<file path="src/rtl/pipe_scoreboard_pkg.sv">
`default_nettype none
// ============================================================================
// Module      : pipe_scoreboard_pkg
// Description : Shared forward-select encodings and default parameter values
//               for the pipeline register scoreboard.
// Revision    : 1.0 - initial release
// ============================================================================
package pipe_scoreboard_pkg;

  // Operand source encodings seen by the EXE operand muxes
  typedef enum logic [1:0] {
    FWD_RF    = 2'd0,   // register file (no forwarding)
    FWD_EXMEM = 2'd1,   // EXE/MEM pipeline register
    FWD_MEMWB = 2'd2    // MEM/WB pipeline register
  } fwd_sel_e;

  localparam int DEF_NREGS      = 32;
  localparam int DEF_PIPE_DEPTH = 3;
  localparam int DEF_FWD_EN     = 1;
  localparam int DEF_CW         = 16;

endpackage : pipe_scoreboard_pkg
`default_nettype wire

</file>
<file path="src/rtl/pipe_scoreboard_if.sv">
`default_nettype none
// ============================================================================
// Module      : pipe_scoreboard_if
// Description : ID-stage request / hazard response bundle between the
//               decode pipeline (master) and the scoreboard (slave).
// Revision    : 1.0 - initial release
// ============================================================================
interface pipe_scoreboard_if
  import pipe_scoreboard_pkg::*;
#(
  parameter int NREGS      = DEF_NREGS,
  parameter int PIPE_DEPTH = DEF_PIPE_DEPTH,
  parameter int CW         = DEF_CW
);
  localparam int AW = $clog2(NREGS);
  localparam int SW = $clog2(PIPE_DEPTH + 1);

  logic          id_valid;
  logic [AW-1:0] id_rs;
  logic [AW-1:0] id_rt;
  logic          id_rs_used;
  logic          id_rt_used;
  logic [AW-1:0] id_dst;
  logic          id_wr;
  logic [SW-1:0] id_lat;
  logic          flush;
  logic          id_stall;
  logic [SW-1:0] ex_fwd_rs_sel;
  logic [SW-1:0] ex_fwd_rt_sel;
  logic [CW-1:0] perf_stall_cnt;

  modport master (
    output id_valid, id_rs, id_rt, id_rs_used, id_rt_used,
    output id_dst, id_wr, id_lat, flush,
    input  id_stall, ex_fwd_rs_sel, ex_fwd_rt_sel, perf_stall_cnt
  );

  modport slave (
    input  id_valid, id_rs, id_rt, id_rs_used, id_rt_used,
    input  id_dst, id_wr, id_lat, flush,
    output id_stall, ex_fwd_rs_sel, ex_fwd_rt_sel, perf_stall_cnt
  );

endinterface : pipe_scoreboard_if
`default_nettype wire

</file>
<file path="src/rtl/pipe_scoreboard_entry.sv">
`default_nettype none
// ============================================================================
// Module      : pipe_scoreboard_entry
// Description : Pending-writer tracker for one architectural register: an age
//               counter since issue plus the producer's forwarding latency.
// Revision    : 1.0 - initial release
// ============================================================================
module pipe_scoreboard_entry
  import pipe_scoreboard_pkg::*;
#(
  parameter int PIPE_DEPTH = DEF_PIPE_DEPTH,
  parameter int FWD_EN     = DEF_FWD_EN,
  parameter int SW         = $clog2(DEF_PIPE_DEPTH + 1)
) (
  input  wire logic          clk,
  input  wire logic          rst,
  input  wire logic          i_alloc,
  input  wire logic [SW-1:0] i_lat,
  output logic      [SW-1:0] o_age,
  output logic               o_ready
);

  localparam logic [SW-1:0] c_depth = SW'(PIPE_DEPTH);

  logic [SW-1:0] r_age;
  logic [SW-1:0] r_lat;

  // Age advances every cycle until writeback; a new producer restarts it
  always_ff @(posedge clk or posedge rst) begin
    if (rst) begin
      r_age <= '0;
      r_lat <= '0;
    end else if (i_alloc) begin
      r_age <= SW'(1);
      r_lat <= i_lat;
    end else if (r_age == c_depth) begin
      r_age <= '0;
    end else if (r_age != '0) begin
      r_age <= r_age + SW'(1);
    end
  end

  // Ready when idle, in writeback (write-through RF), or forwardable
  always_comb begin
    o_ready = (r_age == '0) || (r_age == c_depth);
    if (FWD_EN != 0 && r_age >= r_lat) begin
      o_ready = 1'b1;
    end
  end

  assign o_age = r_age;

endmodule : pipe_scoreboard_entry
`default_nettype wire

</file>
<file path="src/rtl/pipe_scoreboard.sv">
`default_nettype none
// ============================================================================
// Module      : pipe_scoreboard
// Description : Register scoreboard for an in-order pipeline. Detects RAW
//               hazards at ID, stalls or selects the forwarding source for
//               EXE, and counts stall cycles.
// Revision    : 1.0 - initial release
// ============================================================================
module pipe_scoreboard
  import pipe_scoreboard_pkg::*;
#(
  parameter int NREGS      = DEF_NREGS,
  parameter int PIPE_DEPTH = DEF_PIPE_DEPTH,
  parameter int FWD_EN     = DEF_FWD_EN,
  parameter int CW         = DEF_CW
) (
  input  wire logic          clk,
  input  wire logic          rst,
  pipe_scoreboard_if.slave   bus
);

  localparam int SW = $clog2(PIPE_DEPTH + 1);
  localparam logic [SW-1:0] c_depth = SW'(PIPE_DEPTH);

  logic [SW-1:0]    w_age [NREGS];
  logic [NREGS-1:0] w_ready;
  logic             w_rs_ready;
  logic             w_rt_ready;
  logic             w_hazard;
  logic             w_stall;
  logic             w_issue;
  logic [SW-1:0]    w_rs_sel;
  logic [SW-1:0]    w_rt_sel;
  logic [SW-1:0]    r_rs_sel;
  logic [SW-1:0]    r_rt_sel;
  logic [CW-1:0]    r_stall_cnt;

  // Register 0 never has a pending writer
  assign w_age[0]   = '0;
  assign w_ready[0] = 1'b1;

  for (genvar r = 1; r < NREGS; r++) begin : g_entry
    logic w_alloc;
    assign w_alloc = w_issue & bus.id_wr & (bus.id_dst == r[$bits(bus.id_dst)-1:0]);

    pipe_scoreboard_entry #(
      .PIPE_DEPTH (PIPE_DEPTH),
      .FWD_EN     (FWD_EN),
      .SW         (SW)
    ) u_entry (
      .clk     (clk),
      .rst     (rst),
      .i_alloc (w_alloc),
      .i_lat   (bus.id_lat),
      .o_age   (w_age[r]),
      .o_ready (w_ready[r])
    );
  end

  // Forward only while the producer sits in EXE/MEM .. last pre-WB stage
  function automatic logic [SW-1:0] f_fwd_sel(input logic used, input logic nonzero,
                                               input logic [SW-1:0] age);
    f_fwd_sel = SW'(FWD_RF);
    if (FWD_EN != 0 && used && nonzero && age >= SW'(1) && age <= c_depth - SW'(1)) begin
      f_fwd_sel = age;
    end
  endfunction

  // Hazard detection, stall/issue decision and next forward selects
  always_comb begin
    w_rs_ready = (bus.id_rs == '0) | w_ready[bus.id_rs];
    w_rt_ready = (bus.id_rt == '0) | w_ready[bus.id_rt];
    w_hazard   = (bus.id_rs_used & ~w_rs_ready) | (bus.id_rt_used & ~w_rt_ready);
    w_stall    = ~rst & bus.id_valid & ~bus.flush &  w_hazard;
    w_issue    = ~rst & bus.id_valid & ~bus.flush & ~w_hazard;
    w_rs_sel   = f_fwd_sel(bus.id_rs_used, bus.id_rs != '0, w_age[bus.id_rs]);
    w_rt_sel   = f_fwd_sel(bus.id_rt_used, bus.id_rt != '0, w_age[bus.id_rt]);
  end

  // EXE operand selects; a bubble enters EXE whenever nothing issues
  always_ff @(posedge clk or posedge rst) begin
    if (rst) begin
      r_rs_sel <= SW'(FWD_RF);
      r_rt_sel <= SW'(FWD_RF);
    end else if (w_issue) begin
      r_rs_sel <= w_rs_sel;
      r_rt_sel <= w_rt_sel;
    end else begin
      r_rs_sel <= SW'(FWD_RF);
      r_rt_sel <= SW'(FWD_RF);
    end
  end

  // Saturating stall-cycle counter
  always_ff @(posedge clk or posedge rst) begin
    if (rst) begin
      r_stall_cnt <= '0;
    end else if (w_stall && r_stall_cnt != '1) begin
      r_stall_cnt <= r_stall_cnt + CW'(1);
    end
  end

  assign bus.id_stall       = w_stall;
  assign bus.ex_fwd_rs_sel  = r_rs_sel;
  assign bus.ex_fwd_rt_sel  = r_rt_sel;
  assign bus.perf_stall_cnt = r_stall_cnt;

endmodule : pipe_scoreboard
`default_nettype wire

</file>
<file path="src/flat_wrapper.sv">
// flat-port wrapper written by rule: the top's interface ports become plain ports
module pipe_scoreboard_flat import pipe_scoreboard_pkg::*;
#(
  parameter int NREGS      = DEF_NREGS,
  parameter int PIPE_DEPTH = DEF_PIPE_DEPTH,
  parameter int FWD_EN     = DEF_FWD_EN,
  parameter int CW         = DEF_CW
)
  (clk, rst, bus_id_valid, bus_id_rs, bus_id_rt, bus_id_rs_used, bus_id_rt_used, bus_id_dst, bus_id_wr, bus_id_lat, bus_flush, bus_id_stall, bus_ex_fwd_rs_sel, bus_ex_fwd_rt_sel, bus_perf_stall_cnt);
  pipe_scoreboard_if #(.NREGS(NREGS), .PIPE_DEPTH(PIPE_DEPTH), .CW(CW)) bus_i ();
  input  wire logic clk;
  input  wire logic rst;
  input wire logic [$bits(bus_i.id_valid)-1:0] bus_id_valid;
  input wire logic [$bits(bus_i.id_rs)-1:0] bus_id_rs;
  input wire logic [$bits(bus_i.id_rt)-1:0] bus_id_rt;
  input wire logic [$bits(bus_i.id_rs_used)-1:0] bus_id_rs_used;
  input wire logic [$bits(bus_i.id_rt_used)-1:0] bus_id_rt_used;
  input wire logic [$bits(bus_i.id_dst)-1:0] bus_id_dst;
  input wire logic [$bits(bus_i.id_wr)-1:0] bus_id_wr;
  input wire logic [$bits(bus_i.id_lat)-1:0] bus_id_lat;
  input wire logic [$bits(bus_i.flush)-1:0] bus_flush;
  output wire logic [$bits(bus_i.id_stall)-1:0] bus_id_stall;
  output wire logic [$bits(bus_i.ex_fwd_rs_sel)-1:0] bus_ex_fwd_rs_sel;
  output wire logic [$bits(bus_i.ex_fwd_rt_sel)-1:0] bus_ex_fwd_rt_sel;
  output wire logic [$bits(bus_i.perf_stall_cnt)-1:0] bus_perf_stall_cnt;
  assign bus_i.id_valid = bus_id_valid;
  assign bus_i.id_rs = bus_id_rs;
  assign bus_i.id_rt = bus_id_rt;
  assign bus_i.id_rs_used = bus_id_rs_used;
  assign bus_i.id_rt_used = bus_id_rt_used;
  assign bus_i.id_dst = bus_id_dst;
  assign bus_i.id_wr = bus_id_wr;
  assign bus_i.id_lat = bus_id_lat;
  assign bus_i.flush = bus_flush;
  assign bus_id_stall = bus_i.id_stall;
  assign bus_ex_fwd_rs_sel = bus_i.ex_fwd_rs_sel;
  assign bus_ex_fwd_rt_sel = bus_i.ex_fwd_rt_sel;
  assign bus_perf_stall_cnt = bus_i.perf_stall_cnt;
  pipe_scoreboard #(.NREGS(NREGS), .PIPE_DEPTH(PIPE_DEPTH), .FWD_EN(FWD_EN), .CW(CW)) u_core (.clk(clk), .rst(rst), .bus(bus_i));
endmodule
</file>
<file path="config.mk">
export PLATFORM = sky130hd
export DESIGN_NAME = pipe_scoreboard_flat
export DESIGN_NICKNAME = d
export VERILOG_FILES = /design/src/rtl/pipe_scoreboard_pkg.sv /design/src/rtl/pipe_scoreboard_if.sv /design/src/rtl/pipe_scoreboard_entry.sv /design/src/rtl/pipe_scoreboard.sv /design/src/flat_wrapper.sv
export SDC_FILE = /design/constraint.sdc
export NUM_CORES = 1
export LEC_CHECK = 0
export CAP_MARGIN = 10
export CORE_ASPECT_RATIO = 2
export CORE_MARGIN = 5
export CORE_UTILIZATION = 32
export CTS_CLUSTER_SIZE = 16
export DETAILED_ROUTE_END_ITERATION = 8
export GPL_TIMING_DRIVEN = 0
export HOLD_SLACK_MARGIN = 0.05
export MAX_ROUTING_LAYER = met4
export PLACE_DENSITY = 0.53
export SETUP_SLACK_MARGIN = 0.3
export SYNTH_ARGS = -nofsm -noshare
export SYNTH_HDL_FRONTEND = slang
export SYNTH_SLANG_ARGS = --single-unit
</file>
<file path="constraint.sdc">
create_clock -name clk -period 4.25 [get_ports clk]
set_clock_uncertainty 0.2 [all_clocks]
set_input_delay 0.425 -clock clk [delete_from_list [all_inputs] [get_ports clk]]
set_output_delay 0.425 -clock clk [all_outputs]
set_load 0.01 [all_outputs]
</file>
## Word-level counts from Yosys, hierarchy flattened

Cells that the tools add are included.

| word-level totals | value |
|---|---|
| word-level logic and storage cells | 520 |
| bits of input ports | 24 |
| RAM bits | 0 |
| latch bits | 0 |
| memories | 0 |
| output and inout port bits | 21 |
| register bits | 144 |
| memory bits (read-only) | 0 |

| operators by class | value |
|---|---|
| $mul | 0 |
| multiplexer cells | 138 |
| divide/modulo/power cells | 0 |
| reduce and logical (&&, ||, !) cells | 135 |
| $lt $le $gt $ge | 39 |
| shifts and indexed selects | 0 |
| bitwise gates (word level) | 48 |
| add/sub/neg operators | 32 |
| equality and inequality tests | 63 |

Operator list:

| cell | number |
|---|---|
| $mux 2 | 101 |
| $reduce_bool 3->1 | 31 |
| $eq 5x5->1 const B | 16 |
| $add 2x1->2 const B | 31 |
| $eq 2x2->1 const B | 31 |
| $ge 2x2->1 | 31 |
| $logic_not 2->1 | 31 |
| $reduce_bool 2->1 | 31 |
| $eq 5x4->1 const B | 8 |
| $and 1x1->1 | 38 |
| $mux 1 | 33 |
| $logic_or 1x1->1 | 31 |
| $bmux 2 s5 | 2 |
| $eq 5x3->1 const B | 4 |
| $add 16x1->16 const B | 1 |
| $ne 16x16->1 const B | 1 |
| $ge 6x6->1 const B | 2 |
| $lt 5x6->1 const B | 2 |
| $not 5->6 | 2 |
| $bmux 1 s5 | 2 |
| $eq 5x2->1 const B | 2 |
| $logic_not 5->1 | 2 |
| $reduce_bool 5->1 | 2 |
| $logic_and 1x1->1 | 7 |
| 5 further kinds | 13 |

## Depth between registers and ports, before layout

Gate-level depths: netlist of run 1.

| depth | value |
|---|---|
| depth after elaboration | 14 |
| gate-level depth with buffers | 13 |
| mapped depth without buffers | 10 |

## Cells and area by module

Synthesis of run 1 repeated with hierarchy kept, for this count alone.

| second synthesis, totals | value |
|---|---|
| cells, all modules | 995 |
| area, all modules | 10580.1 µm² |

Modules (own cells, without submodules):

| module | area an instance (µm²) | instances | cells an instance | sequential area each (µm²) |
|---|---|---|---|---|
| pipe_scoreboard_entry | 237.7 | 31 | 23 | 100.1 |
| pipe_scoreboard | 3210.6 | 1 | 282 | 500.5 |

## Worst setup path after synthesis of run 1

Ideal clock, no wire load.

| path | value |
|---|---|
| kind | register to output |
| from | register u_core.g_entry[15].u_entry.r_age[0] |
| to | output port bus_id_stall |
| data required time | 3625 ps |
| cell stages (with the launch flop) | 13 |
| path slack | 906 ps |
| data arrival time | 2719 ps |
| path buffers | 3 |
| cell sequence | dfrtp_1 -> inv_1 -> ha_1 -> nand2b_1 -> a21oi_1 -> mux2i_1 -> mux4_2 -> a311oi_1 -> a211o_4 -> buf_8 -> buf_6 -> buf_2 -> and2_1 |

| between the ends | value |
|---|---|
| longest elaborated chain between the ends | 10 |
| elaborated cells on any way between the ends | 17 |
| those cells by class | order compare: 1; eq/ne: 1; mux: 5; bitwise: 8; reduce/logical: 2 |

Ends and longest elaborated chain:

| what | line | text |
|---|---|---|
| start: declaration | pipe_scoreboard_entry.sv:25 | `logic [SW-1:0] r_age;` |
| start signal: assignment | pipe_scoreboard_entry.sv:39 | `r_age <= r_age + SW'(1);` |
| $eq 2x2->1 / $logic_not 2->1 (equally long branches) | pipe_scoreboard_entry.sv:45 | `o_ready = (r_age == '0) \|\| (r_age == c_depth);` |
| $logic_or 1x1->1 | pipe_scoreboard_entry.sv:45 |  |
| $mux 1 (*) | pipe_scoreboard_entry.sv:46 | `if (FWD_EN != 0 && r_age >= r_lat) begin` |
| $bmux 1 s5, on equally long branches | pipe_scoreboard.sv:71, pipe_scoreboard.sv:72 |  |
| $mux 1, on equally long branches | pipe_scoreboard.sv:71, pipe_scoreboard.sv:72 |  |
| $or 1x1->1, on equally long branches | pipe_scoreboard.sv:71, pipe_scoreboard.sv:72 |  |
| $not 1->1 | pipe_scoreboard.sv:73 | `w_hazard = (bus.id_rs_used & ~w_rs_ready) \| (bus.id_rt_used & ~w_rt_ready);` |
| $and 1x1->1 | pipe_scoreboard.sv:73 |  |
| $or 1x1->1 (*) | pipe_scoreboard.sv:73 |  |
| $and 1x1->1 (*) | pipe_scoreboard.sv:74 | `w_stall = ~rst & bus.id_valid & ~bus.flush & w_hazard;` |
| end: declaration | flat_wrapper.sv:22 | `output wire logic [$bits(bus_i.id_stall)-1:0] bus_id_stall;` |

Every way passes the cells marked *; elsewhere a longest branch is shown, timed or not. The select of a mux whose other input is x is not followed.

## Worst setup path in the final report of run 1

| path | value |
|---|---|
| from | input port bus_id_rs[1] |
| to | output port bus_id_stall |

| between the ends | value |
|---|---|
| longest elaborated chain between the ends | 7 |
| elaborated cells on any way between the ends | 8 |
| those cells by class | mux: 2; bitwise: 5; reduce/logical: 1 |

Ends and longest elaborated chain:

| what | line | text |
|---|---|---|
| start: declaration | flat_wrapper.sv:14 | `input wire logic [$bits(bus_i.id_rs)-1:0] bus_id_rs;` |
| $bmux 1 s5 | pipe_scoreboard.sv:71 | `w_rs_ready = (bus.id_rs == '0) \| w_ready[bus.id_rs];` |
| $mux 1 (implied by the code) | pipe_scoreboard.sv:71 |  |
| $or 1x1->1 (*) | pipe_scoreboard.sv:71 |  |
| $not 1->1 (*) | pipe_scoreboard.sv:73 |  |
| $and 1x1->1 (*) | pipe_scoreboard.sv:73 |  |
| $or 1x1->1 (*) | pipe_scoreboard.sv:73 |  |
| $and 1x1->1 (*) | pipe_scoreboard.sv:74 |  |

Marks and branches as above.

==> results of run 1 <==
==> power groups by stage <==
stage	registers, uW	clock network [uW]	logic [uW]
2_1_floorplan	2130	0	2610
3_3_place_gp	2330	0	3340
3_5_place_dp	2350	0	3450
4_1_cts	2260	1660	3870
5_1_grt	2300	1710	4500
6_report	2250	1620	4000
==> routing by layer <==
metal,up-vias,routed length (um),track usage
met3,77,911,0.03159
met4,0,2067,0.1109
li1,3624,-,-
met1,3852,10520,0.1599
met2,145,17230,0.3293
met5,-,0,-
==> flip-flops by register name, summed over array words and instances (netlist names) <==
register,flops
u_core.bus.ex_fwd_rs_sel,2
u_core.g_entry.u_entry.r_lat,62
u_core.g_entry.u_entry.o_age,62
u_core.bus.ex_fwd_rt_sel,2
u_core.bus.perf_stall_cnt,16
==> final timing paths <==
check                                                   startpoint                             endpoint  depth (start not counted)
min in group clk                     u_core.bus.perf_stall_cnt[11]        u_core.bus.perf_stall_cnt[11]                          1
worst min register to register       u_core.bus.perf_stall_cnt[11]        u_core.bus.perf_stall_cnt[11]                          1
worst max register to register  u_core.g_entry[6].u_entry.o_age[1]  u_core.g_entry[18].u_entry.r_lat[0]                         13
worst min-delay path                                           rst        u_core.bus.perf_stall_cnt[10]                          2
worst max-delay path                                  bus_id_rs[1]                         bus_id_stall                         11
max in group asynchronous                                      rst  u_core.g_entry[22].u_entry.o_age[1]                          5
==> stage by stage <==
step	setup WS [ps]	instance area, sq um	setup TNS [ps]	instances
after floorplan	905.8	10730	0	956
after global placement	-553.5	11690	-604.4	1433
after detailed placement	-548.9	11780	-601.8	1438
after CTS	306.4	12770	0	1491
after global routing	297.8	12920	0	1507
final	378.6	12920	0	1507
==> cells by family (layout without fill, tap and decap cells) <==
kind of cell | count (synthesis) | after routing | synth area share
and+or+nand+nor | 227 | 227 | 0.1575
buffers and inverters | 154 | 268 | 0.06042
DFF | 144 | 144 | 0.3359
muxes | 136 | 136 | 0.1835
AOI/OAI and AO/OA | 128 | 128 | 0.08259
adders and majority gates | 125 | 125 | 0.1458
xor gates and xnor gates | 42 | 42 | 0.03429
other | 0 | 1 | 0
==> cell usage in the layout, fill, tap and decap left out, types with 16 or more instances in the layout <==
master / count
ha_1: 125
inv_1: 116
dfrtp_1: 115
nand2b_1: 68
mux2_2: 61
mux4_2: 42
clkdlybuf4s50_1: 40
buf_4: 39
nor2_1: 38
mux2i_1: 29
dfrtp_2: 29
nor4_4: 26
xor2_1: 25
o21bai_1: 22
a21oi_1: 19
xnor2_1: 17
clkbuf_16: 17
nand2_1: 16
==> critical path, cell delays in order <==
cell	delay, ps
clkdlybuf4s50_1	700
clkbuf_2	390
mux4_2	380
o2111ai_2	220
o41ai_2	130
a211o_4	350
buf_12	130
buf_8	130
buf_6	110
and2_1	130
buf_2	130
==> final cells by class <==
class	instances	area [sq um]
Inverter	118	446.7
Clock buffer	18	429.2
Multi-Input combinational cell	658	6666
Buffer	36	224.0
Tap cell	436	545.5
Timing Repair Buffer	83	778.2
Sequential cell	144	3640
Fill cell	3194	20480
Antenna cell	1	2.502
Clock inverter	13	185.2
==> what timing repair did <==
item,4_1_cts,5_1_grt
pin swaps,5,5
resized for setup,70,15
setup endpoints to repair,11,1
buffers inserted,22,15
==> impl_results.md, run 1 <==
* Status: finished, final reports clean
* GR Overflow Total at 0
* P_int at 4695 uW
* GRT Util Overall at 0.1747
* Synth Warn # at 0
* Nets at 1207
* CTS Buf Count at 17
* Core ar. at 33400 sq um
* Post-synth top cells: 144 x dfrtp_1, 125 x ha_1, 117 x inv_1, 70 x nand2b_1, 61 x mux2_2
* CTS Hold Bufs at 0
* Vias at 7698
* Critical path type: in -> out
* Final hold violations at 0
* Rel. slew slack at 0.2664
* Max clock buf depth at 2
* Final routed DRC violation total at 0
* Cell with the most instances after synthesis: dfrtp_1
* HP Class: in -> async
* Critical Path RT at 3620 ps
* Number of flops mapped to enable cells by yosys at 0
* Fmax at 258.3 MHz
* Final setup fails at 0
* CP Launch Type: primary input
* Logic pwr share at 0.509
* Max-cap violation count at 0
* Ports at 45
* Layout cells sized above 1 at 0.2682
* Global-route wire length before repair at roughly 48000 um
* Peak VDD IR at 0.2296 mV
* Vias per cell at roughly 5.1
* Switching power share of the total at 0.4033
* Final core utilization at 0.3867
* Largest net degree at the start of global routing at 39
* FP Rows at between 90 and 100
* Vias in the first global route at 8272
* Period utilisation layout at 0.9109
* H-tree levels at 4
* Hold slack at 113.1 ps
* Detailed-route wire length per cell at 20.39 um
* Clock transition at the registers of the reported paths at ~70 ps
* Pre-antenna DRT Iters at 5
* Syn Area/Cell at 11.22 sq um
* Area grow syn2layout at 20.42%
* Leakage power at 0.005704 uW
* Final WL at 30720 um
* Worst-Margin Slew at about 1100 ps
* RSZ-0062 raised after global routing: no
* Violation count after the first detailed-route iteration at 445
* Die area at 37500 sq um
* Slew Limit Fails at 0
* Port bufs at 41
* Chip height at 268.9 um
* Clock Tree Root: clkbuf_16
* Clock sinks at 144
* Crit Path Max Fanout at 10
* Clock share of power at 0.206
* Synth top area cells: dfrtp_1 34%, ha_1 15%, mux4_2 8.8%
* Post-synth ARST share at 1.000
* Synth Instances at roughly 960
* Placer congestion estimate at about 0.94
* Switching power of the nets at 3174 uW
* Pwr Total at 7869 uW
* Initial antenna violation count at 1
* Yosys reg bits at 144
* Post-synth cell types at 57
* Cell taking the most area after synthesis: dfrtp_1
* Reg power frac at 0.285
* Register area share after synthesis at 0.3359
* Post-Syn Area at about 11000 sq um
* ANT nets after route at 0
* Worst-Skew Late Latency at 450 ps
* CP Capture Type: primary output
* Dominant synthesized flop cell: dfrtp_1
* DIE WIDTH at between 100 and 150 um
* Synth top area share at 0.3359
* FF-to-FF setup slack at 500 ps
* Power per cell area at ~600 nW/um^2
* Initial Util at 0.3211
* CTS tree: done
* Synthesized net count at approximately 1100
* WP data arrival at 3250 ps
* HPWL after DPL at 24270 um
* Minimum clock period at 3871 ps
No activity file was read; power rests on OpenSTA's default activity.
==> run 2, diff against run 1 <==
PLACE_DENSITY = 0.49   (was 0.53)
==> impl_results.md, run 2 (same netlist as run 1, synthesis figures left out) <==
* H-tree levels at 4
* Largest net degree at the start of global routing at 39
* HP Class: in -> async
* DIE WIDTH at about 140 um
* CP Capture Type: primary output
* Crit path buf inv count at 5
* CTS Buf Count at 17
* CP max stage delay at 500 ps
* Max-cap violation count at 0
* Final WL at about 33000 um
* FP Rows at between 90 and 100
* Ports at 45
* Slew Limit Fails at 0
* Nets at 1205
* Global-route wire length before repair at 49420 um
* Pre-antenna DRT Iters at 4
* Multi-input gate area at 6798 sq um
* Worst-Margin Slew at roughly 1100 ps
* WP data arrival at 3240 ps
* Delay-heaviest family, CP: compound AO/OA/AOI/OAI gates
* Final worst slack at 384.7 ps
* GR Overflow Total at 0
* Vias in the first global route at 8338
* Worst r2r src: u_core.g_entry[17].u_entry.o_age[0]
* ANT nets after route at 0
* Final hold violations at 0
* Initial antenna violation count at 2
* Most frequent CP cell: buf_6
* Pwr Total at 8051 uW
* Placed Instance Area at 11780 sq um
* Crit Path Max Fanout at 2
* Initial Util at 0.3211
* Core ar. at 33400 sq um
* Clock Tree Root: clkbuf_16
* Chip height at 268.9 um
* Reg area at around 3600 sq um
* CP Launch Type: flop
* Slowest cell on crit path: mux4_2
* Vias per cell at around 5
* Vias at 7760
* Area grow syn2layout at 21.79%
* Peak VDD IR at 0.2566 mV
* Critical path type: reg -> out
* FILL cells at 3225
* Clock sinks at 144
* GRT Util Overall at 0.1841
* RSZ-0062 raised after global routing: no
* Die area at 37500 sq um
* Rel. slew slack at 0.2543
* Layout cells sized above 1 at 0.2675
* Power per cell area at a little over 600 nW/um^2
* CP startpoint: u_core.g_entry[14].u_entry.o_age[0]
* Final core utilization at 0.3911
* Status: finished, final reports clean
* Worst-Skew Late Latency at around 450 ps
* Max clock buf depth at 2
* Final routed DRC violation total at 0
* Leakage power at about 0.0058 uW
* Period utilisation layout at 0.9095
* Cell Chain, Critical Path: inv_2, ha_4, nand2b_4, a21oi_4, mux2i_1, mux4_2, a311oi_4, a211o_4, buf_12, buf_8, buf_6, and2_4, buf_6
* Placer congestion estimate at between 0.9 and 1
* Minimum clock period at approximately 3900 ps
* Clock transition at the registers of the reported paths at 60 ps
* Placement Setup Slack at -616.1 ps
* Final instance area at between 10000 and 15000 sq um
* Violation count after the first detailed-route iteration at ~330
* Commonest non-fill, non-tap cell in the layout: dfrtp_1
* Final setup fails at 0
* CTS tree: done
* Commonest cells after routing, fill and taps aside: 129 x dfrtp_1, 120 x ha_1, 109 x inv_1
* HPWL after DPL at 25220 um
* Critical Path RT at 3620 ps
* Fmax at 258.7 MHz
* Detailed-route wire length per cell at 21.70 um
* Port bufs at just over 40
run 2: cell types whose count changed in the layout (fill, tap and decap cells not counted), sizes merged:
cell	change
clkinv	+3
buf	-2
inv	-2
bufinv	+1
clkdlybuf4s50	-1
clkinvlp	-1
diode	+1
dlygate4sd2	+1
run 2: per-stage QoR:
stage / hold slack, ps / TNS (ps) / cells
final: 199.3 / 0 / 1507
after global routing: 232.9 / 0 / 1507
after CTS: 189.4 / 0 / 1501
after detailed placement: 284.4 / -4442 / 1438
after global placement: 275.4 / -5114 / 1433
after floorplan: 264.2 / 0 / 956
run 2: routing by layer:
| metal | part of all wire | GRT usage | vias to the layer above | wire length [um] |
|---|---|---|---|---|
| li1 | - | - | 3619 | - |
| met1 | 0.34 | 0.1663 | 3906 | 11170 |
| met2 | 0.57 | 0.3506 | 150 | 18520 |
| met3 | 0.022 | 0.02431 | 85 | 716 |
| met4 | 0.070 | 0.1281 | 0 | 2289 |
| met5 | 0 | - | - | 0 |
run 2: worst paths after layout:
path	end	slack (ps)	cells after the start
hold / removal	u_core.bus.perf_stall_cnt[7]	200	2
setup / recovery	bus_id_stall	380	13
setup reg to reg	u_core.g_entry[18].u_entry.r_lat[0]	510	12
max in group asynchronous	u_core.g_entry[16].u_entry.o_age[1]	2820	4
hold reg to reg	u_core.bus.perf_stall_cnt[6]	300	1
min in group clk	u_core.bus.perf_stall_cnt[6]	300	1
run 2: repair_timing:
item                                    in CTS  in global routing
resized for setup                           73                 20
hold buffers                                 0                  0
setup buffers                               31                  4
endpoints found under the setup margin      36                  4
hold endpoints to repair                     0                  0
pin swaps                                   12                  9
run 2: where the power goes:
group / leakage, uW / internal [uW] / switching (uW)
Sequential: 0.00186 / 1770 / 454
Clock: 0.000320 / 1060 / 656
Combinational: 0.00358 / 1980 / 2130
run 2: final cells by class:
class	instances	area share
timing repair buffer	81	0.05881
buffer	36	0.01714
multi-input combinational	658	0.5204
clock inverter	14	0.01628
clock buffer	18	0.03362
inverter	118	0.03438
antenna	2	0.0003831
sequential	144	0.2773
tap	436	0.04176
run 2: worst reg2reg max path: cells and delay by family, from the launching register on:
family | cells | cell delay, ps
mux | 2 | 920
compound gates | 4 | 810
simple gates | 2 | 610
buf+inv | 3 | 430
flops | 1 | 370
fa+ha+maj | 1 | 270
